### config.mk
export PLATFORM = sky130hd
export DESIGN_NAME = serial_adder
export DESIGN_NICKNAME = d
export VERILOG_FILES = /design/src/rtl/adder_pkg.sv /design/src/rtl/serial_adder_full_adder.sv /design/src/rtl/serial_adder.sv
export SDC_FILE = /design/constraint.sdc
export NUM_CORES = 1
export LEC_CHECK = 0
export BUFFER_PORTS_ARGS = -buffer_cell sky130_fd_sc_hd__buf_2
export CORE_UTILIZATION = 42
export CTS_BUF_LIST = sky130_fd_sc_hd__clkbuf_16
export DETAILED_ROUTE_END_ITERATION = 8
export GPL_TIMING_DRIVEN = 1
export PLACE_DENSITY = 0.59
export SETUP_SLACK_MARGIN = 0.3
export SYNTH_ARGS = -nofsm -noshare
export SYNTH_HDL_FRONTEND = slang
export SYNTH_HIERARCHICAL = 1
export SYNTH_SLANG_ARGS = --single-unit
### constraint.sdc
create_clock -name clk -period 5 [get_ports clk]
set_input_delay 1 -clock clk [delete_from_list [all_inputs] [get_ports clk]]
set_output_delay 1 -clock clk [all_outputs]
set_load 0.02 [all_outputs]
### src/rtl/adder_pkg.sv
// Shared definitions for the adder test family.
// FSM states, mode encodings and the operand-width legality check.
package adder_pkg;

    typedef enum logic {
        ST_IDLE = 1'b0,
        ST_RUN  = 1'b1
    } state_e;

    localparam logic MODE_ADD = 1'b0;
    localparam logic MODE_SUB = 1'b1;

    localparam int WIDTH_MIN = 2;
    localparam int WIDTH_MAX = 64;

    function automatic bit width_ok(input int w);
        return (w >= WIDTH_MIN) && (w <= WIDTH_MAX);
    endfunction

endpackage

### src/rtl/serial_adder_full_adder.sv
// 1-bit combinational full-adder cell.
// The single arithmetic element shared by every bit of a serial operation.
module full_adder (
    input  logic a,
    input  logic b,
    input  logic cin,
    output logic sum,
    output logic cout
);

    // Sum and carry of three single-bit inputs
    always_comb begin
        sum  = a ^ b ^ cin;
        cout = (a & b) | (cin & (a ^ b));
    end

endmodule

### src/rtl/serial_adder.sv
// Bit-serial adder/subtractor, LSB first, one bit per clock.
// Subtraction is a + ~b + 1 with the +1 injected through the carry flop.
module serial_adder
    import adder_pkg::*;
#(
    parameter int WIDTH = 8
) (
    input  logic             clk,
    input  logic             rst_n,
    input  logic             start,
    input  logic             sub,
    input  logic [WIDTH-1:0] a,
    input  logic [WIDTH-1:0] b,
    output logic             busy,
    output logic             done,
    output logic [WIDTH-1:0] sum,
    output logic             carry_out,
    output logic             overflow
);

    localparam int CW = $clog2(WIDTH);
    localparam logic [CW-1:0] LAST = CW'(WIDTH - 1);

    if (!width_ok(WIDTH)) begin : g_width_chk
        $error("serial_adder: WIDTH out of range 2..64");
    end

    state_e           state_q, state_d;
    logic [WIDTH-1:0] a_q, a_d;
    logic [WIDTH-1:0] b_q, b_d;
    logic [WIDTH-1:0] r_q, r_d;
    logic [CW-1:0]    cnt_q, cnt_d;
    logic             c_q, c_d;
    logic [WIDTH-1:0] sum_q, sum_d;
    logic             cout_q, cout_d;
    logic             ovf_q, ovf_d;
    logic             done_q, done_d;

    logic fa_sum;
    logic fa_cout;

    full_adder u_fa (
        .a    (a_q[0]),
        .b    (b_q[0]),
        .cin  (c_q),
        .sum  (fa_sum),
        .cout (fa_cout)
    );

    // Next-state: latch operands on start, then shift one bit per cycle
    always_comb begin
        state_d = state_q;
        a_d     = a_q;
        b_d     = b_q;
        r_d     = r_q;
        cnt_d   = cnt_q;
        c_d     = c_q;
        sum_d   = sum_q;
        cout_d  = cout_q;
        ovf_d   = ovf_q;
        done_d  = 1'b0;
        unique case (state_q)
            ST_IDLE: begin
                if (start) begin
                    a_d     = a;
                    b_d     = (sub == MODE_SUB) ? ~b : b;
                    c_d     = sub;
                    cnt_d   = '0;
                    state_d = ST_RUN;
                end
            end
            ST_RUN: begin
                a_d = a_q >> 1;
                b_d = b_q >> 1;
                r_d = {fa_sum, r_q[WIDTH-1:1]};
                c_d = fa_cout;
                if (cnt_q == LAST) begin
                    sum_d   = r_d;
                    cout_d  = fa_cout;
                    ovf_d   = c_q ^ fa_cout;
                    done_d  = 1'b1;
                    state_d = ST_IDLE;
                end else begin
                    cnt_d = cnt_q + CW'(1);
                end
            end
            default: state_d = ST_IDLE;
        endcase
    end

    // State and datapath registers; reset aborts any operation silently
    always_ff @(posedge clk or negedge rst_n) begin
        if (!rst_n) begin
            state_q <= ST_IDLE;
            a_q     <= '0;
            b_q     <= '0;
            r_q     <= '0;
            cnt_q   <= '0;
            c_q     <= 1'b0;
            sum_q   <= '0;
            cout_q  <= 1'b0;
            ovf_q   <= 1'b0;
            done_q  <= 1'b0;
        end else begin
            state_q <= state_d;
            a_q     <= a_d;
            b_q     <= b_d;
            r_q     <= r_d;
            cnt_q   <= cnt_d;
            c_q     <= c_d;
            sum_q   <= sum_d;
            cout_q  <= cout_d;
            ovf_q   <= ovf_d;
            done_q  <= done_d;
        end
    end

    // Outputs come straight from registers
    always_comb begin
        busy      = (state_q == ST_RUN);
        done      = done_q;
        sum       = sum_q;
        carry_out = cout_q;
        overflow  = ovf_q;
    end

endmodule
==> flow_results.org <==
** Status
- The flow ran to the end, and the final reports show no timing, DRC or antenna violations.

** STA
- In the final timing run, aggregate negative setup slack is 0 ns.
- The final-report max-slew violation count came to 0.
- Subtracting the final worst setup slack from the clock period gives 1.82 ns.
- Total setup violations reported at the end of the flow :: 0
- Of the available clock period, the critical path in the final layout requires 36.4%.
- Count of endpoints failing hold in the final timing report :: 0
- Based on the critical path, the design can be clocked at up to 549 MHz.
- Measured against its own limit, the worst slew margin works out to 43.7%.
- Across the routed clock network, the largest skew measured is 0.00275 ns.
- At the pin with the least slew margin, the transition time is 0.845 ns.
- Setup repair after global routing missed its margin :: false

** Setup path
- In this run the worst path has a maximum fanout of 2.
- For this run, the slowest stage of the critical path takes 0.38 ns.
- STA classifies the critical path endpoint as a primary output.
- The worst setup path is launched from a register.
- Critical setup path kind :: reg -> out
- Walking the worst path, the cells encountered are buf_2.
- Data arrival time of the critical path :: 0.82 ns
- Data on the critical path is required at its endpoint by 4.00 ns.
- Largest delay contributor family on the critical path :: flip-flops
- Together, buffers and inverters on the worst path number 1.
- Worst-path cell with the longest stage delay :: sky130_fd_sc_hd__dfrtp_1

** Floorplanning
- Number of top-level pins :: 32
- The floorplan has 23 rows.
- Once the floorplan was initialized, standard cells occupied 44.3% of the core.
- Die Span Y :: 67.2 um
- Die area :: 0.00452 mm2
- Area of the core region :: 0.00403 mm2
- Width of the chip :: 67.2 um

** Power
- The analysis attributes to net switching a power of 0.000421 W.
- In this run, the combinational gates consume 34.9% of the power.
- Pint :: 0.000850 W
- Clock network fraction of total power :: 22.5%
- Peak ir drop on the vdd network :: 0.332 mV
- Net Sw Frac :: 33.1%
- PD cells :: 615 mW/mm2
- In this run, flip-flops and latches consume 42.6% of the power.
- For this design the static power due to leakage is 0.986 nW.

** Drt
- DRT iter0 DRCs :: 46
- Detailed routing inserted a total of 1102 vias.
- Antenna violation net count after detailed routing :: 0
- The final layout contains routed wiring with a total length of 2910 um.
- Using the TritonRoute via totals, the vias-per-cell ratio works out to 5.01.
- Number of remaining DRC errors :: 0
- Number of search-and-repair iterations in the first detailed-routing pass :: 4
- Routed len/inst :: 13.2 um

** Placed design
- Post-DP HPWL :: 1970 um
- Once placement completed, the tool counted placed cells totaling 212.
- I/O Buffers :: 31
- At the end of routability-driven placement, the weighted congestion stood at 0.639.

** Yosys
- In the post-synthesis netlist, the cell with the most instances is sky130_fd_sc_hd__dfrtp_1.
- After technology mapping, the gate count stands at 141.
- Summing every instance area after synthesis gives 0.00179 mm2.
- Synthesis produced a netlist with a net count of 164.
- For this run, the leading register cell type out of synthesis is sky130_fd_sc_hd__dfrtp_1.
- Seq/Total Area, Yosys :: 54.7%
- For this run, asynchronously set or reset flops after synthesis account for 100%.
- The synthesized design devotes to its leading area cell type 54.7% of total area.
- In this run, synthesis inferred 0 flip-flops with an integrated enable.
- After synthesis, the mean cell area works out to 12.7 um2.
- In the synthesized netlist, the cells that appear most often are sky130_fd_sc_hd__dfrtp_1, sky130_fd_sc_hd__mux2_2, sky130_fd_sc_hd__nand2_1.
- The synthesized design spends more area on one cell type than any other, namely sky130_fd_sc_hd__dfrtp_1.
- YS warnings :: 6
- Synth top area cells :: sky130_fd_sc_hd__dfrtp_1, sky130_fd_sc_hd__mux2_2, sky130_fd_sc_hd__mux2i_1
- Counting distinct cell types in the post-synthesis netlist gives 21.
- The synthesized design contains 39 register bits.

** CTS
- Clock tree synthesis inserted a total of 5 buffers.
- Library cell used as clock root buffer :: sky130_fd_sc_hd__clkbuf_16
- Worst-Skew Late Latency :: 0.27 ns
- Setup bufs post-CTS :: 0
- CTS saw 39 sinks.
- Maximum level of the CTS H-tree :: 2
- TritonCTS built the clock tree.
- Clock-pin slew was measured on the worst setup and hold paths at 0.05 ns.
- In this run, post-CTS hold repair placed 0 buffers.
- Maximum clock insertion buffer count :: 2
- Gates resized during post-CTS repair numbered 0.

** Final layout
- The area growth from synthesis to layout is 15.8%.
- The repair_antennas step left the layout with diodes totalling 0.
- Final nets :: 192
- Fraction of final layout cells with drive strength greater than 1 :: 33.5%
- Cell Count, Final, Fillers Out :: 220

** Global routing
- Global-route usage over all layers :: 15.5%
- Via count of the first global-routing pass :: 1124
- The first global-routing pass estimated 4970 um of wire.
- The initial antenna violation count was 0.
- Entering global routing, the biggest net connects 45 pins.
- Summed over all layers, the global routing overflow is 0.

** Worst hold path
- The worst hold path belongs to the class reg -> reg.

** Flow run
- Max-cap violations in this run came to 0.
-- routing by layer --
metal / global-route usage (%) / wire length [um] / up-vias
li1: - / - / 543
met1: 18.9 / 1300 / 534
met2: 25.0 / 1430 / 19
met3: 4.56 / 127 / 6
met4: 7.98 / 48 / 0
met5: 0 / 0 / -
-- cell type report --
type / count / area (um2)
clock buffers: 5 / 125
multi-input cells: 89 / 723
inverters: 2 / 7.51
repair buffers: 32 / 163
well taps: 50 / 62.6
fillers: 394 / 1960
clock inverters: 3 / 11.3
flip-flops and latches: 39 / 976
-- sequential cells by signal (all words and copies together) (netlist names), 3 cells and up --
register	cells
a_q	8
b_q	8
sum	8
r_q	7
cnt_q	3
-- power groups by stage --
stage                     combinational, W  clock, W  sequential [W]
after floorplan                   0.000313         0        0.000583
after global placement            0.000434         0        0.000541
after detailed placement          0.000453         0        0.000547
after CTS                         0.000454  0.000298        0.000543
after global routing              0.000494  0.000314        0.000561
final                             0.000444  0.000286        0.000542
-- stage by stage --
step,setup WS (ns),utilization [%],power (W),hold WS (ns),cell area [um2]
final,3.18,51.3,0.00127,0.478,2070
after global routing,3.10,51.3,0.00137,0.510,2070
after floorplan,3.34,-,0.000896,0.451,1790
after detailed placement,2.93,48.0,0.00100,0.464,1930
after CTS,3.17,51.3,0.00129,0.481,2070
after global placement,2.99,48.0,0.000975,0.466,1930
-- cell usage in the layout (no fill, tap or decap), types with 3 or more instances in the layout --
| master | instances |
|---|---|
| sky130_fd_sc_hd__o211ai_1 | 4 |
| sky130_fd_sc_hd__mux2_2 | 17 |
| sky130_fd_sc_hd__inv_1 | 3 |
| sky130_fd_sc_hd__xnor2_1 | 8 |
| sky130_fd_sc_hd__o211ai_2 | 3 |
| sky130_fd_sc_hd__or3b_1 | 7 |
| sky130_fd_sc_hd__clkbuf_16 | 5 |
| sky130_fd_sc_hd__nand2_1 | 16 |
| sky130_fd_sc_hd__mux2i_1 | 11 |
| sky130_fd_sc_hd__buf_2 | 31 |
| sky130_fd_sc_hd__dfrtp_1 | 39 |
| sky130_fd_sc_hd__nor2_1 | 3 |
| sky130_fd_sc_hd__o21ai_0 | 9 |
-- worst register-to-register path: stages (launching register included) --
cell,delay [ns]
sky130_fd_sc_hd__dfrtp_1,0.41
sky130_fd_sc_hd__ha_1,0.21
sky130_fd_sc_hd__ha_1,0.26
sky130_fd_sc_hd__nand2_1,0.39
sky130_fd_sc_hd__mux2_2,0.39
-- cell families after synthesis --
logic type,Yosys count,share of synthesized area (%)
flip-flops,39,54.7
XOR/XNOR,10,4.91
adder cells (fa/ha/maj),3,2.52
AND/OR/NAND/NOR,28,8.13
AO/OA/AOI/OAI,20,8.06
multiplexers,28,16.9
buffers and inverters,13,4.84
-- path summary, 6_finish.rpt --
kind | startpoint | depth (start not counted) | slack [ns] | to
setup / recovery | sum[7] | 1 | 3.18 | sum[7]
hold / removal | b_q[5] | 2 | 0.48 | b_q[4]
setup reg to reg | cnt_q[0] | 4 | 3.22 | sum[2]
hold reg to reg | b_q[5] | 2 | 0.48 | b_q[4]
max in group asynchronous | rst_n | 1 | 3.63 | a_q[6]
min in group asynchronous | rst_n | 1 | 0.83 | sum[0]
Note: power is estimated with default switching activity, not from simulation.
